==> src/rtl/tx_frame_pkg.sv <==
`default_nettype none
// ============================================================================
//  Module      : tx_frame_pkg
//  Description : Shared types and constants for the TX framing controller.
//  Revision    : 1.0 - initial release
// ============================================================================
package tx_frame_pkg;

    // Framing controller states
    typedef enum logic [3:0] {
        IDLE   = 4'd0,
        R_SYNC = 4'd1,
        R_LEN  = 4'd2,
        R_WAIT = 4'd3,
        R_BYTE = 4'd4,
        R_CSUM = 4'd5,
        A_SYNC = 4'd6,
        A_CODE = 4'd7,
        A_INV  = 4'd8
    } tx_state_t;

    // Default sync bytes
    localparam logic [7:0] DEF_RES_SYNC = 8'hA5;
    localparam logic [7:0] DEF_ACK_SYNC = 8'h5A;

    // Sync + length/code bytes ahead of any frame body
    localparam int FRAME_HDR_BYTES = 2;

endpackage : tx_frame_pkg
`default_nettype wire

==> src/rtl/tx_frame_ctrl.sv <==
`default_nettype none
// ============================================================================
//  Module      : tx_frame_ctrl
//  Description : Arbitrates result and ack frames onto one byte stream,
//                serializes result words LSB byte first, appends an XOR
//                checksum and writes bytes into the output FIFO when not full.
//  Revision    : 1.0 - initial release
// ============================================================================
module tx_frame_ctrl
    import tx_frame_pkg::*;
#(
    parameter int         WORD_W   = 32,
    parameter logic [7:0] RES_SYNC = DEF_RES_SYNC,
    parameter logic [7:0] ACK_SYNC = DEF_ACK_SYNC
) (
    input  logic              clk,
    input  logic              rst,
    input  logic              res_req,
    input  logic [7:0]        res_len,
    output logic              res_grant,
    input  logic              word_valid,
    input  logic [WORD_W-1:0] word_data,
    output logic              word_ready,
    input  logic              ack_req,
    input  logic [7:0]        ack_code,
    output logic              ack_grant,
    output logic              busy,
    output logic              fifo_set,
    output logic [7:0]        fifo_data,
    input  logic              fifo_full
);

    localparam int WORD_BYTES = WORD_W / 8;
    localparam int BIDX_W     = (WORD_BYTES > 1) ? $clog2(WORD_BYTES) : 1;
    localparam logic [BIDX_W-1:0] LAST_IDX = BIDX_W'(WORD_BYTES - 1);

    tx_state_t         state;
    tx_state_t         state_nxt;
    logic              last_ack;
    logic [7:0]        len_r;
    logic [7:0]        code_r;
    logic [7:0]        csum;
    logic [7:0]        words_left;
    logic [BIDX_W-1:0] byte_idx;
    logic [WORD_W-1:0] shift;
    logic [WORD_W-1:0] shift_nxt;
    logic              emit;
    logic              wr;

    // fifo_data always holds the byte of the current emit state, so the
    // strobe can be decoded combinationally while the data stays registered.
    assign emit       = (state == R_SYNC) || (state == R_LEN) || (state == R_BYTE) ||
                        (state == R_CSUM) || (state == A_SYNC) || (state == A_CODE) ||
                        (state == A_INV);
    assign fifo_set   = emit && !fifo_full;
    assign wr         = fifo_set;
    assign word_ready = (state == R_WAIT);
    assign shift_nxt  = shift >> 8;

    // Next-state decode: arbitration in IDLE, emit states advance only on a write
    always_comb begin
        state_nxt = state;
        case (state)
            IDLE: begin
                if (ack_req && (!res_req || !last_ack)) state_nxt = A_SYNC;
                else if (res_req)                       state_nxt = R_SYNC;
            end
            R_SYNC: if (wr) state_nxt = R_LEN;
            R_LEN:  if (wr) state_nxt = (len_r == 8'd0) ? R_CSUM : R_WAIT;
            R_WAIT: if (word_valid) state_nxt = R_BYTE;
            R_BYTE: begin
                if (wr && (byte_idx == LAST_IDX))
                    state_nxt = (words_left != 8'd0) ? R_WAIT : R_CSUM;
            end
            R_CSUM: if (wr) state_nxt = IDLE;
            A_SYNC: if (wr) state_nxt = A_CODE;
            A_CODE: if (wr) state_nxt = A_INV;
            A_INV:  if (wr) state_nxt = IDLE;
            default: state_nxt = IDLE;
        endcase
    end

    // State, grants, byte pipeline, checksum and word/byte counters
    always_ff @(posedge clk or negedge rst) begin
        if (!rst) begin
            state      <= IDLE;
            last_ack   <= 1'b0;
            busy       <= 1'b0;
            res_grant  <= 1'b0;
            ack_grant  <= 1'b0;
            fifo_data  <= 8'd0;
            len_r      <= 8'd0;
            code_r     <= 8'd0;
            csum       <= 8'd0;
            words_left <= 8'd0;
            byte_idx   <= '0;
            shift      <= '0;
        end else begin
            state     <= state_nxt;
            busy      <= (state_nxt != IDLE);
            res_grant <= 1'b0;
            ack_grant <= 1'b0;
            case (state)
                IDLE: begin
                    if (state_nxt == A_SYNC) begin
                        ack_grant <= 1'b1;
                        code_r    <= ack_code;
                        csum      <= 8'd0;
                        fifo_data <= ACK_SYNC;
                    end else if (state_nxt == R_SYNC) begin
                        res_grant <= 1'b1;
                        len_r     <= res_len;
                        csum      <= 8'd0;
                        fifo_data <= RES_SYNC;
                    end
                end
                R_SYNC: if (wr) fifo_data <= len_r;
                R_LEN: begin
                    if (wr) begin
                        csum       <= csum ^ len_r;
                        words_left <= len_r;
                        // Empty frame: checksum is just the length byte
                        if (len_r == 8'd0) fifo_data <= csum ^ len_r;
                    end
                end
                R_WAIT: begin
                    if (word_valid) begin
                        shift      <= word_data;
                        fifo_data  <= word_data[7:0];
                        words_left <= words_left - 8'd1;
                        byte_idx   <= '0;
                    end
                end
                R_BYTE: begin
                    if (wr) begin
                        csum     <= csum ^ fifo_data;
                        shift    <= shift_nxt;
                        byte_idx <= byte_idx + 1'b1;
                        // After the last byte of the last word, stage the checksum
                        fifo_data <= (byte_idx == LAST_IDX) ? (csum ^ fifo_data)
                                                            : shift_nxt[7:0];
                    end
                end
                R_CSUM: if (wr) last_ack <= 1'b0;
                A_SYNC: if (wr) fifo_data <= code_r;
                A_CODE: if (wr) fifo_data <= ~code_r;
                A_INV:  if (wr) last_ack <= 1'b1;
                default: ;
            endcase
        end
    end

endmodule : tx_frame_ctrl
`default_nettype wire

==> config.mk <==
export PLATFORM = sky130hd
export DESIGN_NAME = tx_frame_ctrl
export DESIGN_NICKNAME = d
export VERILOG_FILES = /design/src/rtl/tx_frame_pkg.sv /design/src/rtl/tx_frame_ctrl.sv
export SDC_FILE = /design/constraint.sdc
export NUM_CORES = 1
export LEC_CHECK = 0
export CAP_MARGIN = 20
export CORE_ASPECT_RATIO = 0.8
export CORE_MARGIN = 3
export CORE_UTILIZATION = 50
export CTS_BUF_LIST = sky130_fd_sc_hd__clkbuf_8 sky130_fd_sc_hd__clkbuf_16
export DETAILED_ROUTE_END_ITERATION = 16
export HOLD_SLACK_MARGIN = 0.03
export PLACE_DENSITY = 0.79
export SLEW_MARGIN = 10
export SYNTH_ARGS = -nofsm -noshare
export SYNTH_HDL_FRONTEND = slang
export SYNTH_SLANG_ARGS = --single-unit
==> constraint.sdc <==
create_clock -name clk -period 6.3 [get_ports clk]
set_input_delay 0.945 -clock clk [delete_from_list [all_inputs] [get_ports clk]]
set_output_delay 0.945 -clock clk [all_outputs]
set_load 0.005 [all_outputs]
After elaboration in Yosys (flattened, before gate mapping)
Index checks and enable logic that the tools add are counted.
- add/subtract/negate cells: 2
- equality and inequality tests: 21
- muxes and demuxes: 44
- bitwise gates (word level): 4
- reductions and logical operators: 30
- operators with widths (operator ; number):
    8-bit two-way mux ; 15
    32-bit two-way mux ; 2
    32-bit case mux with 2 select lines ; 1
    8-bit case mux with 7 select lines ; 1
    4-bit two-way mux ; 9
    4-bit case mux with 8 select lines ; 1
    8-bit case mux with 3 select lines ; 1
    4-bit by 3-bit == test with 1-bit output (second input constant) ; 5
    2-bit inequality test (second input constant) ; 8
    8-bit case mux with 2 select lines ; 1
    8-bit bitwise XOR ; 2
    3-bit AND reduction ; 4
    9-bit AND reduction ; 1
    4-bit by 1-bit == test with 1-bit output (second input constant) ; 2
    4-bit by 2-bit == test with 1-bit output (second input constant) ; 2
    8-bit zero test ; 1
    8-bit NOT ; 1
    8-bit nonzero test ; 1
    8-bit by 1-bit subtractor with 8-bit output (second input constant) ; 1
    1-bit logical OR ; 7
    1-bit two-way mux ; 7
    7-bit nonzero test ; 1
    3-bit two-way mux ; 2
    2-bit nonzero test ; 3
    17 further kinds ; 22
- register bits: 82
- bits of input ports: 54

Depth between registers and ports, before layout
- depth in word-level cells: 15
- mapped depth: 9
- depth with buffers taken out: 7

Worst setup path before layout
No wires, ideal clock.
- kind: input to register
- start: input fifo_full
- end: register fifo_data[1]
- setup time: 0.125 ns
- data arrival time: 2.363 ns
- data required time: 6.175 ns
- path slack: 3.813 ns
- stages: 6
- path buffers: 1
- cells stage by stage: buf_2 > nor3b_1 > o21ai_0 > nand4b_4 > a211oi_4 > mux2_2
- word-level cells in the longest chain between the ends: 8
- ends and longest elaborated chain (what ; line ; RTL):
    start, declared ; tx_frame_ctrl.sv:30 ; input logic fifo_full
    1-bit zero test * ; tx_frame_ctrl.sv:55 ; assign fifo_set = emit && !fifo_full;
    1-bit logical AND * ; tx_frame_ctrl.sv:55 ;
    1-bit logical AND ; tx_frame_ctrl.sv:72 ; if (wr && (byte_idx == LAST_IDX))
    4-bit two-way mux ; tx_frame_ctrl.sv:72 ;
    4-bit case mux with 8 select lines ; tx_frame_ctrl.sv:63 ; case (state)
    4-bit by 3-bit == test with 1-bit output / 4-bit by 1-bit == test with 1-bit output (equally long branches) ; tx_frame_ctrl.sv:105, tx_frame_ctrl.sv:110 ;
    3-bit inequality test (no source line) / 8-bit two-way mux (equally long branches) ; - ;
    9-bit AND reduction (no source line) / 8-bit case mux with 7 select lines (equally long branches) ; - ;
    end signal, assigned ; tx_frame_ctrl.sv:117 ; R_SYNC: if (wr) fifo_data <= len_r;
    end signal, assigned ; tx_frame_ctrl.sv:123 ; if (len_r == 8'd0) fifo_data <= csum ^ len_r;
    end signal, assigned ; tx_frame_ctrl.sv:129 ; fifo_data <= word_data[7:0];
    end, declared ; tx_frame_ctrl.sv:29 ; output logic [7:0] fifo_data,
Mark *: on every way between the ends. The rest lies on a longest branch, timed or not.
A chain may end at the register's enable or synchronous reset.

Worst setup path after layout
- start: register state[3]
- end: output fifo_set
- word-level cells in the longest chain between the ends: 8
- ends and longest elaborated chain (what ; line ; RTL):
    start, declared ; tx_frame_ctrl.sv:37 ; tx_state_t state;
    start signal, assigned ; tx_frame_ctrl.sv:99 ; state <= state_nxt;
    4-bit by 1-bit == test with 1-bit output / 4-bit by 2-bit == test with 1-bit output (equally long branches) ; tx_frame_ctrl.sv:52 ; assign emit = (state == R_SYNC) || (state == R_LEN) || (state == R_BYTE) ||
    1-bit logical OR (3 in series) ; tx_frame_ctrl.sv:52 ;
    1-bit logical OR (2 in series) ; tx_frame_ctrl.sv:53 ; (state == R_CSUM) || (state == A_SYNC) || (state == A_CODE) ||
    1-bit logical OR * ; tx_frame_ctrl.sv:53 ;
    1-bit logical AND * ; tx_frame_ctrl.sv:55 ;
    end, declared ; tx_frame_ctrl.sv:28 ; output logic fifo_set,
Marked as above.

==> results.sh <==
export IMPL_p_per_area_mw_per_mm2=518
export IMPL_ff2ff_setup_slack_ns=3.39
export IMPL_worst_ep_required_time_ns=5.35
export IMPL_route_vias_total=4064
export IMPL_clock_sinks=74
export IMPL_drv_slew=0
export IMPL_yosysSeqAreaShare_pct=43.4
export IMPL_irDropWorstVdd_v=0.000236
export IMPL_synthDistinctLibCells=59
export IMPL_startpoint="state[3]$_DFF_PN0_"
export IMPL_synth_flop_cell="dfrtp_1"
export IMPL_wl_met1_mm=5.18
export IMPL_hold_buffers=0
export IMPL_synth_area_top_cells="dfrtp_1 43%, nand2_1 10%, nor2_1 4.7%, a21oi_1 3.8%, a31oi_1 3.5%"
export IMPL_fin_crit_ns=3.72
export IMPL_layout_nets=622
export IMPL_power_total_mw=2.67
export IMPL_grt_first_pass_wirelength_mm=18.7
export IMPL_cts_buffers=9
export IMPL_port_buffers=66
export IMPL_rsz0062_at_grt="no"
export IMPL_gp_congestion=0.981
export IMPL_post_route_drc_count=0
export IMPL_r2r_start="state[2]$_DFF_PN0_"
export IMPL_post_route_util_pct=63.5
export IMPL_setup_violations=0
export IMPL_antenna_found_initial=0
export IMPL_endpoint_kind="primary output"
export IMPL_drt_initial_drc_count=438
export IMPL_timing_fmax_mhz=269
export IMPL_htreeDepth=3
export IMPL_ys_ff_latch=74
export IMPL_grt_overflow=0
export IMPL_die_x_um=109
export IMPL_clk_pin_slew_ns=0.08
export IMPL_synthCells=516
export IMPL_drtPass1Iterations=5
export IMPL_hold_path_class="flip-flop to flip-flop"
export IMPL_dp_cells=662
export IMPL_relSlewSlack_pct=33.9
export IMPL_yosys_area_top_type="dfrtp_1"
export IMPL_cts_tree="yes"
export IMPL_wl_met3_um=760
export IMPL_initial_utilization_pct=52.5
export IMPL_cts_root_buf="clkbuf_8"
export IMPL_fin_skew_ns=0.0144
export IMPL_ys_warn_count=0
export IMPL_final_hold_violation_count=0
export IMPL_areaGrowthSynthToFinish_pct=21.0
export IMPL_dp_hpwl_mm=7.74
export IMPL_antenna_left=0
export IMPL_insertedDiodeCount=0
export IMPL_wl_per_cell_um=17.0
export IMPL_ys_async_sr_fraction_pct=100
export IMPL_drv_cap=0
export IMPL_min_period_over_period_pct=59.1
export IMPL_via_per_inst=5.99
export IMPL_avgSynthCellArea_um2=8.27
export IMPL_synth_edf_count=0
export IMPL_synth_area_mm2=0.00427
export IMPL_stdcell_count=679
export IMPL_ff_latch_area_mm2=0.00185
export IMPL_top_layer="met4"
export IMPL_core_mm2=0.00813
export IMPL_multi_input_area_mm2=0.00223
export IMPL_nFillCells=711
export IMPL_setup_tns_ns=0
export IMPL_ios=67
export IMPL_synth_nets=572
export IMPL_crit_fanout=20
export IMPL_leakagePower_nw=2.15
export IMPL_drive_gt1_share_pct=6.83
export IMPL_grt_use_total_pct=24.8
export IMPL_wl_mm=11.5
export IMPL_grt_start_max_net_pins=75
export IMPL_critPathKind="flip-flop to primary output"
export IMPL_cts_repair_resized=0
export IMPL_hold_start="shift[25]$_DFFE_PN0P_"
export IMPL_rows=29
export IMPL_cp_arrival_ns=2.78
export IMPL_wl_met2_mm=5.43
export IMPL_cts_setup_buffers=0
export IMPL_die_area_mm2=0.00968
export IMPL_grt_pass1_vias=3846
export IMPL_status="completed"
export IMPL_chipHeight_um=88.6
export IMPL_synth_top_area_share_pct=43.4
export IMPL_crit_path_start_kind="flip-flop"
export IMPL_ctsLongestPathBuffers=2
export IMPL_tightest_slew_ns=0.991
export IMPL_worst_skew_pair_late_latency_ns=0.36
placed cells by master (no fill, tap or decap), types with 3 or more instances in the layout:
cell | synthesis | final
mux2_2 | 4 | 4
nor2_1 | 53 | 53
a21oi_1 | 32 | 32
clkinv_1 | 3 | 3
o2111ai_1 | 4 | 4
xnor2_1 | 13 | 13
a31oi_1 | 24 | 24
nand2b_1 | 5 | 5
nor2b_1 | 4 | 4
o22ai_1 | 10 | 10
nor3_1 | 12 | 12
a32oi_1 | 3 | 3
xor2_1 | 3 | 3
o31ai_1 | 4 | 4
nand3_1 | 13 | 13
buf_4 | 2 | 7
inv_1 | 8 | 9
a22oi_1 | 10 | 10
a2bb2oi_1 | 8 | 8
clkbuf_8 | 0 | 9
nor3b_1 | 5 | 5
clkdlybuf4s50_1 | 0 | 65
o21ai_0 | 23 | 23
dfrtp_1 | 74 | 74
nand2_1 | 119 | 119
a211oi_1 | 10 | 10
kinds of logic after synthesis:
kind of cell / count (synthesis) / share of synthesized area (%)
AOI/OAI and AO/OA: 141 / 21.5
and+or+nand+nor: 233 / 25.2
buffers and inverters: 45 / 4.75
DFF: 74 / 43.4
muxes: 5 / 1.29
adders and majority gates: 2 / 0.586
xor gates and xnor gates: 16 / 3.28
final timing paths:
check                                                 end  cells past startpoint
worst min register to register      shift[25]$_DFFE_PN0P_                      2
worst max register to register  words_left[0]$_DFFE_PN0P_                      8
worst min-delay path                shift[25]$_DFFE_PN0P_                      2
worst max-delay path                             fifo_set                      6
max in group asynchronous              state[3]$_DFF_PN0_                      1
min in group asynchronous            len_r[3]$_DFFE_PN0P_                      1
flip-flops by register name, indices dropped and copies added, names as in the netlist:
| register | cells |
|---|---|
| shift | 24 |
| code_r | 8 |
| csum | 8 |
| fifo_data | 8 |
| len_r | 8 |
| words_left | 8 |
| state | 4 |
| byte_idx | 2 |
| ack_grant | 1 |
| busy | 1 |
| last_ack | 1 |
| res_grant | 1 |
cell usage after synthesis, types with 3 or more instances:
cell,n
inv_1,8
a31oi_1,24
nand3_1,13
clkinv_1,3
o21ai_0,23
nor2b_1,4
o2111ai_1,4
a21oi_1,32
nor3_1,12
o22ai_1,10
xor2_1,3
a32oi_1,3
nand2b_1,5
xnor2_1,13
buf_2,14
dfrtp_1,74
nand2_1,119
a2bb2oi_1,8
a211oi_1,10
o31ai_1,4
a22oi_1,10
mux2_2,4
nor2_1,53
nor3b_1,5
clkbuf_1,15
through the flow:
stage                     area [µm²]  worst slack (ns)  hold WS, ns
after floorplan                 4270              3.81        0.439
after global placement          4960              2.74        0.452
after detailed placement        4960              2.64        0.457
after CTS                       5150              2.60        0.475
after global routing            5160              2.42        0.497
final                           5160              2.58        0.474
layer usage:
| layer | GRT usage (%) | up-vias |
|---|---|---|
| li1 | - | 1930 |
| met1 | 34.1 | 1965 |
| met3 | 5.69 | 17 |
| met2 | 40.4 | 152 |
| met5 | 0 | - |
| met4 | 5.32 | 0 |
worst max-delay path, stage by stage, from the launching register on:
cell and delay (ns):
dfrtp_1 0.94, inv_1 0.24, or3_1 0.45, a21oi_1 0.13, nor2_1 0.07, nor2_1 0.08, clkdlybuf4s50_1 0.52
area by class of cell:
| class | count | area share (%) |
|---|---|---|
| Clock buffer | 9 | 2.40 |
| Clock inverter | 7 | 1.33 |
| Inverter | 11 | 0.800 |
| Multi-Input combinational cell | 397 | 43.2 |
| Sequential cell | 74 | 35.9 |
| Tap cell | 108 | 2.62 |
| Timing Repair Buffer | 73 | 13.8 |
where the power goes:
part           total, mW  internal [mW]  switching [mW]  leakage, nW
clock              0.373          0.182           0.190        0.101
combinational       1.32          0.596           0.724         1.14
sequential         0.980          0.695           0.285        0.906
total               2.67           1.47            1.20         2.15
(Power assumes the default switching activity.)
